[src/rtl/arb_pkg.sv]
// Shared types and helpers for the round-robin one-hot arbiter.
package arb_pkg;

    localparam int ARB_MAX_REQ = 32;
    localparam int ARB_ID_W    = $clog2(ARB_MAX_REQ);

    typedef enum logic {IDLE, OWNED} arb_state_t;

    // ORs together the indices of all set bits, which is the exact index for a one-hot input.
    function automatic logic [ARB_ID_W-1:0] onehot_idx(input logic [ARB_MAX_REQ-1:0] vec);
        logic [ARB_ID_W-1:0] idx;
        idx = '0;
        for (int i = 0; i < ARB_MAX_REQ; i++) begin
            if (vec[i]) begin
                idx = idx | ARB_ID_W'(i);
            end
        end
        return idx;
    endfunction

endpackage

[src/rtl/onehot_chk.sv]
// Combinational one-hot / all-zero classifier built on an unrolled population count.
module onehot_chk #(
    parameter int DATA_WIDTH = 8
) (
    input  logic [DATA_WIDTH-1:0] vec,
    output logic                  is_onehot,
    output logic                  is_zero
);

    // One extra bit so an all-ones vector cannot wrap the count back to zero.
    localparam int CNT_W = $clog2(DATA_WIDTH) + 1;

    logic [CNT_W-1:0] cnt;

    always_comb begin
        cnt = '0;
        for (int i = 0; i < DATA_WIDTH; i++) begin
            cnt = cnt + CNT_W'(vec[i]);
        end
    end

    assign is_onehot = (cnt == CNT_W'(1));
    assign is_zero   = (cnt == '0);

endmodule

[src/rtl/rr_onehot_arbiter.sv]
// Round-robin arbiter with a held one-hot grant and a sticky self-check on the grant vector.
module rr_onehot_arbiter
    import arb_pkg::*;
#(
    parameter  int NUM_REQ = 8,
    localparam int ID_W    = $clog2(NUM_REQ)
) (
    input  logic               clk,
    input  logic               reset,
    input  logic [NUM_REQ-1:0] req,
    input  logic               done,
    input  logic               err_clr,
    output logic [NUM_REQ-1:0] gnt,
    output logic               gnt_valid,
    output logic [ID_W-1:0]    gnt_id,
    output logic               busy,
    output logic               err_sticky
);

    localparam logic [NUM_REQ-1:0] ONE = NUM_REQ'(1);

    arb_state_t           state, state_next;
    logic [ID_W-1:0]      ptr, ptr_next;
    logic [ID_W-1:0]      offset, winner, id_next;
    logic [ID_W:0]        sum;
    logic [2*NUM_REQ-1:0] req_dbl;
    logic [NUM_REQ-1:0]   req_rot, gnt_next;
    logic                 gnt_onehot, gnt_zero, violation;

    // Rotate req so that bit 0 is the current priority holder, then take the lowest set bit.
    assign req_dbl = {req, req} >> ptr;
    assign req_rot = req_dbl[NUM_REQ-1:0];

    always_comb begin
        offset = '0;
        for (int i = NUM_REQ - 1; i >= 0; i--) begin
            if (req_rot[i]) begin
                offset = ID_W'(i);
            end
        end
    end

    assign sum    = {1'b0, ptr} + {1'b0, offset};
    assign winner = (sum > (ID_W+1)'(NUM_REQ - 1)) ? ID_W'(sum - (ID_W+1)'(NUM_REQ))
                                                   : sum[ID_W-1:0];

    // In OWNED the grant is rebuilt from gnt_id so the registered vector stays one-hot.
    always_comb begin
        state_next = state;
        ptr_next   = ptr;
        gnt_next   = '0;
        case (state)
            IDLE: begin
                if (|req) begin
                    state_next = OWNED;
                    gnt_next   = ONE << winner;
                end
            end
            OWNED: begin
                if (done) begin
                    state_next = IDLE;
                    ptr_next   = (gnt_id == ID_W'(NUM_REQ - 1)) ? '0 : gnt_id + ID_W'(1);
                end else begin
                    gnt_next = ONE << gnt_id;
                end
            end
            default: state_next = IDLE;
        endcase
        id_next = ID_W'(onehot_idx(ARB_MAX_REQ'(gnt_next)));
    end

    always_ff @(posedge clk or posedge reset) begin
        if (reset) begin
            state  <= IDLE;
            ptr    <= '0;
            gnt    <= '0;
            gnt_id <= '0;
        end else begin
            state  <= state_next;
            ptr    <= ptr_next;
            gnt    <= gnt_next;
            gnt_id <= id_next;
        end
    end

    assign busy      = (state == OWNED);
    assign gnt_valid = |gnt;

    onehot_chk #(
        .DATA_WIDTH (NUM_REQ)
    ) u_chk (
        .vec        (gnt),
        .is_onehot  (gnt_onehot),
        .is_zero    (gnt_zero)
    );

    assign violation = busy ? !gnt_onehot : !gnt_zero;

    // A fresh violation wins over a clear arriving in the same cycle.
    always_ff @(posedge clk or posedge reset) begin
        if (reset) begin
            err_sticky <= 1'b0;
        end else if (violation) begin
            err_sticky <= 1'b1;
        end else if (err_clr) begin
            err_sticky <= 1'b0;
        end
    end

endmodule
[config.mk]
export PLATFORM = sky130hd
export DESIGN_NAME = rr_onehot_arbiter
export DESIGN_NICKNAME = d
export VERILOG_FILES = /design/src/rtl/arb_pkg.sv /design/src/rtl/onehot_chk.sv /design/src/rtl/rr_onehot_arbiter.sv
export SDC_FILE = /design/constraint.sdc
export NUM_CORES = 1
export LEC_CHECK = 0
export BUFFER_PORTS_ARGS = -buffer_cell sky130_fd_sc_hd__clkbuf_2
export CORE_MARGIN = 2
export CORE_UTILIZATION = 35
export CTS_CLUSTER_DIAMETER = 100
export DETAILED_ROUTE_END_ITERATION = 10
export PLACE_DENSITY_LB_ADDON = 0.05
export SYNTH_ARGS = -nofsm -noshare
export SYNTH_HDL_FRONTEND = slang
export SYNTH_SLANG_ARGS = --single-unit
[constraint.sdc]
create_clock -name clk -period 3.1 [get_ports clk]
set_input_delay 0.155 -clock clk [delete_from_list [all_inputs] [get_ports clk]]
set_output_delay 0.155 -clock clk [all_outputs]
set_load 0.01 [all_outputs]
==> impl_metrics.ini <==
[sta]
drv_slew = 0
finalWorstSetupSlack_ns = -0.03097
fin_crit_sh_pct = 101.0
worstMarginPinSlew_ns = 0.6092
hold_ws_ns = 0.2195
hold_violations = 0
relSlewSlack_pct = 59.34
max_clock_freq_ghz = 0.3194
period_minus_slack_ns = 3.131
final-setup-viol-count = 3
fin_skew_ns = 0.006523
rsz0062_at_grt = yes

[grt]
grt_max_degree = 17
grt_antenna_before_repair = 0
grt_pass1_vias = 1417
grt_usage_pct = 16.76
grt_pass1_wl_mm = 6.734
overflow = 0

[synthesis]
synth.distinct_cells = 43
synthTopCellsByArea = dfrtp_1 (25%), ha_1 (8.7%), mux4_2 (7.1%)
synth_most_common_cell = inv_1
netlist_area_sq_mm = 0.001580
synth_edf_count = 0
syn_nets = 193
avgSynthCellArea_sq_um = 9.577
yosysSeqAreaShare_pct = 25.34
ys_ff_latch = 16
yosysTopAreaCell = dfrtp_1
synthArstFlopShare_pct = 100.0
synth_top_area_share_pct = 25.34
yosysWarnings = 0
synth-main-ff-cell = dfrtp_1
syn-instance-count = 165
synthTopCellsByCount = inv_1 (18), nor2_1 (17), dfrtp_1 (16)

[setup_path]
critPathLaunchType = flip-flop
crit_chain = mux4_2 > mux2_4 > o221a_4 > o221ai_2 > o21ai_1 > nand3b_1 > ha_2 > inv_2 > fa_2 > xnor2_4 > xnor2_2 > a32o_1
crit_fanout = 5
endpoint_kind = flip-flop
rrSetupSlack_ns = -0.03
reg2reg_depth = 12
cp.required_ns = 3.24
cp_data_arrival_time_ns = 3.27
r2r_end = gnt[3]
slowest_delay_ns = 0.54
worstSetupPathType = flip-flop to flip-flop
startpoint = ptr[0]
reg2reg_from = ptr[0]
critPathSlowestCell = mux4_2

[min_path]
min_path_cells = 3
min_path_type = input port to flip-flop
hp-start = err_clr
hold_end = err_sticky

[place]
port_buffers = 25
dpl_cell_area_sq_mm = 0.001891
place.gp.congestion = 0.9748
hpwl_mm = 3.251

[floorplan]
ios = 26
initial_core_util_pct = 36.29
die_area_sq_mm = 0.005069
core_sq_mm = 0.004354
rows = 24
die_height_microns = 71.20
die_x_microns = 71.20

[layout]
nFillCells = 421
drive_gt1_share_pct = 36.02
syn_to_final_growth_pct = 27.08
final_nets = 240
design_area_sq_mm = 0.002008
n_antenna_cell = 0

[run_status]
violations = negative setup slack
run_status = complete, but fails checks

[clock_tree]
cts.path.max_buffers = 2
clkLatencyLatePin_ns = 0.25
cts_sinks = 16
h-tree-depth = 1
numCtsBuffers = 3
cts_setup_buffers = 0
cts-root-buf = clkbuf_8
clk_pin_slew_ns = 0.07
cts_tree = done

[job]
maxCapViolations = 0

[drt]
drtPass1Iterations = 4
detail-route-antenna-nets = 0
detail_route.wl_per_cell_microns = 15.02
avgViaCountPerCell = 5.274
route.detailed.drc = 0
num_vias = 1387
totalWireLength_mm = 3.950
first_iter_violations = 52

[power]
power.density_mw_per_mm2 = 1024
vdd_ir_drop_max_v = 0.0004496
p_leak_nw = 0.9422
==> registers in the layout, summed over array words and instances, names as in the netlist <==
name,cells
busy,1
ptr,3
err_sticky,1
gnt,8
gnt_id,3
==> cells in the final DEF, fill, tap and decap left out, types with 4 or more instances in the layout <==
cell and instances:
mux2_2 5, ha_1 10, mux2i_1 11, a32o_1 4, buf_4 20, fa_1 4, mux4_2 6, clkbuf_2 25
nand3_1 5, inv_1 17, clkbuf_8 4, o21ai_0 7, nand2_1 14, dfrtp_1 15, nor2_1 17
==> power by group <==
part | total, mW | switching [mW] | internal, mW
sequential | 0.376 | 0.0863 | 0.290
combinational | 1.49 | 0.770 | 0.718
clock | 0.192 | 0.0789 | 0.113
total | 2.06 | 0.935 | 1.12
==> final cells by class <==
class | count | area [sq um] | area share (%)
clock buffer | 4 | 55.05 | 2.741
inverter | 20 | 75.07 | 3.738
multi-input combinational | 125 | 1126 | 56.07
sequential | 16 | 401.6 | 20.00
tap | 52 | 65.06 | 3.240
timing repair buffer | 46 | 285.3 | 14.21
==> metal layers <==
metal | routed length, microns | vias up | GRT usage [%]
li1 | - | 681 | -
met1 | 1945 | 668 | 25.41
met2 | 1774 | 34 | 26.03
met3 | 199 | 4 | 1.709
met4 | 31 | 0 | 3.354
met5 | 0 | - | 0
==> how the worst max path moves through the flow <==
stage	endpoint	slack [ns]	cells after the start
4_1_cts	gnt[3]	-0.006	12
3_3_place_gp	gnt[5]	-0.03	12
6_report	gnt[3]	-0.03	12
2_1_floorplan	gnt[3]	0.004	13
3_5_place_dp	gnt[5]	-0.08	12
5_1_grt	gnt[7]	-0.12	12
==> through the flow <==
step	worst slack (ns)	total power, mW	TNS [ns]	util [%]	std cells
2_1_floorplan	0.004307	1.359	0	-	165
3_3_place_gp	-0.03314	1.746	-0.07972	43.42	258
3_5_place_dp	-0.07911	1.753	-0.4833	43.42	258
4_1_cts	-0.006321	2.066	-0.009834	46.18	263
5_1_grt	-0.1231	2.264	-0.6923	46.12	263
6_report	-0.03097	2.056	-0.07035	46.12	263
==> critical path, delay by kind of cell (launching register included) <==
family | cells | cell delay [ns]
flops | 1 | 0.42
mux | 2 | 0.84
buf+inv | 1 | 0.04
xor+xnor | 2 | 0.34
compound gates | 4 | 0.73
simple gates | 1 | 0.10
fa+ha+maj | 2 | 0.55
==> cells by family after synthesis <==
| kind of cell | after synthesis | share of synthesized area (%) |
|---|---|---|
| AOI/OAI and AO/OA | 30 | 14.88 |
| xor gates and xnor gates | 3 | 1.663 |
| adders and majority gates | 16 | 15.04 |
| buffers and inverters | 24 | 7.125 |
| DFF | 16 | 25.34 |
| muxes | 24 | 20.74 |
| and+or+nand+nor | 52 | 15.20 |
==> timing repair <==
| item | 4_1_cts | 5_1_grt |
|---|---|---|
| hold buffers | 1 | 0 |
| pin swaps | 1 | 1 |
| cloned | 0 | 0 |
| endpoints found under the setup margin | 9 | 9 |
| endpoints found under the hold margin | 16 | 0 |
| resized for setup | 12 | 2 |
(Power assumes the default switching activity.)
